===== config.mk =====
export PLATFORM = sky130hd
export DESIGN_NAME = nibble_serial_adder
export DESIGN_NICKNAME = d
export VERILOG_FILES = /design/src/rtl/adder_pkg.sv /design/src/rtl/ripple_carry_4_bit_adder.sv /design/src/rtl/nibble_serial_adder.sv
export SDC_FILE = /design/constraint.sdc
export NUM_CORES = 1
export LEC_CHECK = 0
export ABC_AREA = 1
export BUFFER_PORTS_ARGS = -buffer_cell sky130_fd_sc_hd__clkbuf_2
export CORE_UTILIZATION = 55
export CTS_BUF_LIST = sky130_fd_sc_hd__clkbuf_2
export CTS_CLUSTER_DIAMETER = 60
export DETAILED_ROUTE_END_ITERATION = 16
export HOLD_SLACK_MARGIN = 0.15
export PLACE_DENSITY = 0.8
export SETUP_SLACK_MARGIN = 0.2
export SLEW_MARGIN = 20
export SYNTH_ARGS = -nofsm -noshare
export SYNTH_HDL_FRONTEND = slang
export SYNTH_HIERARCHICAL = 1
export SYNTH_SLANG_ARGS = --single-unit

===== constraint.sdc =====
create_clock -name clk -period 3.6 [get_ports clk]
set_input_delay 0.72 -clock clk [delete_from_list [all_inputs] [get_ports clk]]
set_output_delay 0.72 -clock clk [all_outputs]
set_load 0.005 [all_outputs]

===== src/rtl/adder_pkg.sv =====
// Shared definitions for the nibble-serial adder slice.
// Nibble width and FSM state encoding.
package adder_pkg;

    localparam int NIBBLE_W = 4;

    typedef enum logic [1:0] {
        IDLE = 2'd0,
        RUN  = 2'd1,
        DONE = 2'd2
    } state_t;

endpackage


===== src/rtl/ripple_carry_4_bit_adder.sv =====
// Combinational 4-bit ripple-carry adder.
// S = A + B + C0 (low 4 bits), C4 = carry out.
module ripple_carry_4_bit_adder (
    output logic [3:0] S,
    output logic       C4,
    input  logic [3:0] A,
    input  logic [3:0] B,
    input  logic       C0
);

    logic [4:0] c;

    always_comb begin
        c    = '0;
        S    = '0;
        c[0] = C0;
        for (int i = 0; i < 4; i++) begin
            S[i]   = A[i] ^ B[i] ^ c[i];
            c[i+1] = (A[i] & B[i]) | (c[i] & (A[i] ^ B[i]));
        end
        C4 = c[4];
    end

endmodule


===== src/rtl/nibble_serial_adder.sv =====
// Multi-cycle WIDTH-bit adder reusing one 4-bit ripple adder per nibble.
// Operands handed in and results handed out over valid/ready.
module nibble_serial_adder
    import adder_pkg::*;
#(
    parameter int WIDTH = 16
) (
    input  logic             clk,
    input  logic             rst_n,
    input  logic             in_valid,
    output logic             in_ready,
    input  logic [WIDTH-1:0] a,
    input  logic [WIDTH-1:0] b,
    input  logic             cin,
    output logic             out_valid,
    input  logic             out_ready,
    output logic [WIDTH-1:0] sum,
    output logic             cout
);

    localparam int NIB = WIDTH / NIBBLE_W;
    localparam int IW  = (NIB > 1) ? $clog2(NIB) : 1;

    state_t               state_q, state_d;
    logic [WIDTH-1:0]     a_q, b_q, sum_q;
    logic                 carry_q, cout_q;
    logic [IW-1:0]        idx_q;
    logic                 last;
    logic [NIBBLE_W-1:0]  nib_a, nib_b, nib_s;
    logic                 nib_c4;

    assign last  = (idx_q == IW'(NIB - 1));
    assign nib_a = a_q[idx_q*NIBBLE_W +: NIBBLE_W];
    assign nib_b = b_q[idx_q*NIBBLE_W +: NIBBLE_W];

    ripple_carry_4_bit_adder u_rca (
        .S  (nib_s),
        .C4 (nib_c4),
        .A  (nib_a),
        .B  (nib_b),
        .C0 (carry_q)
    );

    always_ff @(posedge clk or negedge rst_n) begin
        if (!rst_n) begin
            state_q <= IDLE;
        end else begin
            state_q <= state_d;
        end
    end

    always_comb begin
        state_d   = state_q;
        in_ready  = 1'b0;
        out_valid = 1'b0;
        unique case (state_q)
            IDLE: begin
                in_ready = 1'b1;
                if (in_valid) state_d = RUN;
            end
            RUN: begin
                if (last) state_d = DONE;
            end
            DONE: begin
                out_valid = 1'b1;
                if (out_ready) state_d = IDLE;
            end
            default: state_d = IDLE;
        endcase
    end

    always_ff @(posedge clk or negedge rst_n) begin
        if (!rst_n) begin
            a_q     <= '0;
            b_q     <= '0;
            sum_q   <= '0;
            carry_q <= 1'b0;
            cout_q  <= 1'b0;
            idx_q   <= '0;
        end else begin
            unique case (state_q)
                IDLE: begin
                    if (in_valid) begin
                        a_q     <= a;
                        b_q     <= b;
                        carry_q <= cin;
                        idx_q   <= '0;
                        sum_q   <= '0;
                        cout_q  <= 1'b0;
                    end
                end
                RUN: begin
                    sum_q[idx_q*NIBBLE_W +: NIBBLE_W] <= nib_s;
                    carry_q <= nib_c4;
                    idx_q   <= last ? '0 : idx_q + 1'b1;
                    // cout latched from the final nibble so it stays put in DONE
                    if (last) cout_q <= nib_c4;
                end
                default: ;
            endcase
        end
    end

    assign sum  = sum_q;
    assign cout = cout_q;

endmodule

==> metrics.yaml, run 1 <==
status: "finished, final reports clean"
yosys.area_share.simple_pct: 32.4
synth_nets: 392
hp-class: "input port to asynchronous set/reset pin"
synth_mux_area_share_pct: 0
overflow: 0
finalMaxSlewViolations: 0
clock-root-buffer: "clkbuf_2"
reg2reg_depth: 16
synth_top_family_by_area: "simple AND/OR/NAND/NOR gates"
fp.dieW_um: 73.9
dieArea_um2: 5460
ys_ff_latch: 54
fin_util_pct: 65.0
timing.fmax_mhz: 325
drv_cap: 0
crit_path_end_kind: "register"
grt_usage_pct: 23.2
synth-adder-area-share_pct: 5.46
nNetsFinal: 443
dpl.hpwl_um: 4100
cp_data_arrival_time_ps: 3430
gp_congestion: 0.789
synth_compound_area_share_pct: 4.84
synth.distinct_cells: 21
period_needed_ps: 3070
worstSetupStartpointType: "register"
required_ps: 3960
area_growth_pct: 10.8
slew_headroom_pct: 59.5
cts_tree: "done"
r2r_setup_slack_ps: 530
leakage_nw: 1.83
setup-violations-final: 0
mostFrequentLayoutCell: "nand2_1"
powerDensity_nw_per_um2: 872
clock_tree.buffer_depth: 2
initial_utilization_pct: 58.6
routed_wl_um: 5590
startpoint: "idx_q[0]"
skew_ps: 10.4
drt-pass1-iter-count: 4
reg2reg_from: "idx_q[0]"
core-area_um2: 4850
layout_common_cells: "131 x nand2_1, 59 x clkbuf_2, 55 x nand3_1"
avgSynthCellArea_um2: 8.24
cts_inserted_buffers: 5
antenna_cells: 0
worst-path-max-fanout: 28
drt-initial-drc-count: 107
design_area_um2: 3150
die_height_um: 73.9
cts_sinks: 54
fin_crit_sh_pct: 85.4
routedWlPerCell_um: 12.1
post_cts_buffers: 0
ys_warn_count: 6
clkLatencyLatePin_ps: 410
ys_seq_area_share_pct: 47.6
grt_max_degree: 52
dpl_cell_area_um2: 3120
ir_worst_vdd_uv: 353
hold_viol_final: 0
pin_count: 56
antenna_found_initial: 0
grt_pass1_vias: 2303
ant_nets: 0
drc: 0
synth_xor_area_share_pct: 0
htreeDepth: 2
rows: 25
viasPerCell: 5.10
synthesis.area_um2: 2840
worst_pin_slew_ps: 608
grt_setup_unrepaired: "no"
via_count: 2357
grt_pass1_wl_um: 9670
drive_above_1_share_pct: 19.0
tns_ps: 0
postCtsHoldBufs: 0
clkTransAtPathRegs_ps: 230
crit_type: "register to register"
port_buffers: 55
synthCells: 345
-- cell usage after synthesis --
cell type,count,area share (%)
nor2_4,4,1.6
nand4_1,4,0.88
o31ai_1,1,0.26
clkinv_1,1,0.13
buf_6,6,2.4
buf_2,8,1.4
nand2_4,1,0.40
nand3_4,2,1.2
nand3b_1,1,0.26
inv_1,36,4.8
inv_2,2,0.26
nand3_1,55,9.7
o211ai_1,16,4.2
o21ai_1,1,0.18
o21ai_0,1,0.18
nand2_1,131,17
nor2_1,8,1.1
buf_4,3,0.79
fa_1,4,2.8
ha_1,6,2.6
dfrtp_1,54,48
-- logic make-up (layout without fill, tap and decap cells) --
family	count (synthesis)	in the layout
buffers and inverters	56	106
DFF	54	54
AOI/OAI and AO/OA	19	19
and+or+nand+nor	206	206
adders and majority gates	10	10
-- registers in the layout, summed over array words and instances (netlist names) --
signal,count
idx_q,2
a_q,16
b_q,16
carry_q,1
state_q,2
cout,1
sum,16
-- per-stage QoR --
| stage | power (mW) | hold slack (ps) | worst slack [ps] | cells |
|---|---|---|---|---|
| CTS | 2.77 | 303 | 430 | 462 |
| global route | 3.03 | 300 | 308 | 462 |
| floorplan | 2.21 | 424 | 715 | 345 |
| finish | 2.75 | 300 | 527 | 462 |
| global placement | 2.50 | 458 | 581 | 456 |
| detailed placement | 2.56 | 463 | 469 | 456 |
-- area by class of cell --
cell class / instances / area, um^2
flip-flops and latches: 54 / 1350
multi-input cells: 235 / 1210
inverters: 39 / 149
clock inverters: 1 / 3.75
fillers: 449 / 1700
clock buffers: 5 / 25.0
repair buffers: 61 / 323
well taps: 67 / 83.8
-- layer usage --
metal  track usage [%]  wire [um]
met4              5.98         25
met3              5.21        165
met1              28.2       2530
met2              41.6       2870
met5                 0          0
-- critical path, stage by stage, from the launching register on --
cell,delay [ps]
dfrtp_1,530
inv_4,250
nand2_1,80
o211ai_1,90
nand2_1,100
fa_1,410
inv_1,70
fa_1,160
inv_1,50
fa_1,360
inv_1,80
fa_1,400
inv_1,90
nand2_1,70
nor2_1,140
nand2_1,80
nand2_1,70
-- where the power goes --
| group | internal (mW) | switching (mW) | leakage (nW) |
|---|---|---|---|
| Sequential | 0.859 | 0.183 | 0.693 |
| Combinational | 0.541 | 0.955 | 1.12 |
| Clock | 0.0387 | 0.169 | 0.0223 |
| Total | 1.44 | 1.31 | 1.83 |
-- final timing paths --
path / endpoint
min reg2reg: a_q[4]
max: sum[7]
max reg2reg: sum[7]
min: a_q[10]
min in group clk: state_q[1]
max in group asynchronous: b_q[12]
-- timing repair --
| item | in CTS | in global routing |
|---|---|---|
| endpoints found under the setup margin | 0 | 2 |
| gates resized for setup | 0 | 2 |
| endpoints found under the hold margin | 0 | 0 |
(Power assumes the default switching activity.)
==> inputs of run 2 (changes only) <==
Settings changed: PLACE_DENSITY 0.8 to 0.79.
==> metrics.yaml, run 2 (synthesized netlist as in run 1, its figures left out) <==
status: "finished, final reports clean"
crit_chain: "inv_2 -> o211ai_1 -> nand2_1 -> fa_1 -> inv_1 -> fa_1 -> inv_1 -> fa_1 -> inv_1 -> fa_1 -> inv_1 -> nand2_1 -> nor2_1 -> nand2_1 -> nand2_1"
final_cell_count_no_fill: 461
worst_pin_slew_ps: 750
ctsResizeCount: 0
drt-initial-drc-count: 84
post_cts_buffers: 0
powerDensity_nw_per_um2: 873
comb_power_share_pct: 54.9
viasPerCell: 5.05
path_delay_family: "adder cells"
pin_count: 56
ir_worst_vdd_uv: 384
nNetsFinal: 442
cts_inserted_buffers: 5
skew_ps: 14.3
port_buffers: 55
multi_input_area_um2: 1210
cts_tree: "done"
htreeDepth: 2
dpl.hpwl_um: 4080
crit_buf_inv: 5
p_switching_mw: 1.30
leakage_nw: 1.83
pwr-share-clk_pct: 7.5
grt_setup_unrepaired: "no"
slew_headroom_pct: 49.9
dp_slack_ps: 704
drc: 0
setup-violations-final: 0
gp_congestion: 0.833
routed_wl_um: 5490
fp.dieW_um: 73.9
reg2reg_from: "idx_q[0]"
ff_latch_area_um2: 1350
crit_type: "register to register"
core-area_um2: 4850
fillers: 458
grt_pass1_wl_um: 9690
cp_slowest_cell: "dfrtp_1"
drv_cap: 0
fin_util_pct: 64.7
required_ps: 3980
switching_share_pct: 47.6
r2r-end: "sum[15]"
design_area_um2: 3140
drive_above_1_share_pct: 18.8
r2r_setup_slack_ps: 670
antenna_cells: 0
internal-power_mw: 1.44
layout_common_cells: "131 x nand2_1, 59 x clkbuf_2, 55 x nand3_1"
worstSetupStartpointType: "register"
dieArea_um2: 5460
worst_path_largest_cell_delay_ps: 540
drt-pass1-iter-count: 4
grt_usage_pct: 23.7
die_height_um: 73.9
period_needed_ps: 2930
timing.fmax_mhz: 342
routedWlPerCell_um: 11.9
tns_ps: 0
hold_viol_final: 0
area_growth_pct: 10.5
ant_nets: 0
layout_setup_ws_ps: 672
antenna_found_initial: 0
power_mw: 2.74
grt_pass1_vias: 2210
clock_tree.buffer_depth: 2
finalMaxSlewViolations: 0
whs_ps: 292
reg2reg_depth: 15
overflow: 0
clock-root-buffer: "clkbuf_2"
clkTransAtPathRegs_ps: 230
postCtsHoldBufs: 0
fin_crit_sh_pct: 81.3
power_frac_seq_pct: 37.6
hp-class: "input port to asynchronous set/reset pin"
initial_utilization_pct: 58.6
rows: 25
grt_max_degree: 52
worst-path-max-fanout: 9
mostFrequentLayoutCell: "nand2_1"
cts_sinks: 54
crit_path_end_kind: "register"
cp_data_arrival_time_ps: 3310
dpl_cell_area_um2: 3110
clkLatencyLatePin_ps: 420
via_count: 2330
placedCellCount: 455
[run 2: changes by cell type in the layout (fill, tap and decap cells not counted), sizes merged]
cell / delta
buf: -1
[run 2: layout make-up]
| cell class | instances | share of cell area [%] |
|---|---|---|
| sequential | 54 | 43.0 |
| multi-input combinational | 235 | 38.7 |
| timing repair buffer | 60 | 10.0 |
| inverter | 39 | 4.66 |
| tap | 67 | 2.67 |
| clock buffer | 5 | 0.797 |
| clock inverter | 1 | 0.120 |
[run 2: per-layer routing]
layer	share of wire, %	GRT usage, %	vias to the layer above
met5	0	0	-
met3	2.8	5.21	6
li1	-	-	1194
met1	45	29.2	1087
met2	51	41.3	43
met4	1.3	7.48	0
[run 2: how the worst max path moves through the flow]
stage | slack (ps) | to | start | depth (start not counted)
after CTS | 660 | sum[15] | idx_q[0] | 15
after detailed placement | 700 | sum[15] | idx_q[0] | 15
after global placement | 810 | sum[15] | idx_q[0] | 15
after global routing | 410 | sum[15] | idx_q[0] | 15
after floorplan | 710 | sum[7] | idx_q[1] | 16
final | 670 | sum[15] | idx_q[0] | 15
[run 2: power groups by stage]
stage | sequential (mW) | clock [mW] | combinational (mW)
2_1_floorplan | 1.00 | 0 | 1.20
3_3_place_gp | 1.04 | 0 | 1.46
3_5_place_dp | 1.04 | 0 | 1.52
4_1_cts | 1.03 | 0.216 | 1.52
5_1_grt | 1.06 | 0.246 | 1.75
6_report | 1.03 | 0.205 | 1.51
[run 2: worst reg2reg max path, stage by stage (launching register included)]
cell and delay [ps]:
dfrtp_1 540, inv_2 130, o211ai_1 180, nand2_1 100
fa_1 420, inv_1 80, fa_1 160, inv_1 50
fa_1 360, inv_1 80, fa_1 400, inv_1 90
nand2_1 70, nor2_1 130, nand2_1 70, nand2_1 50
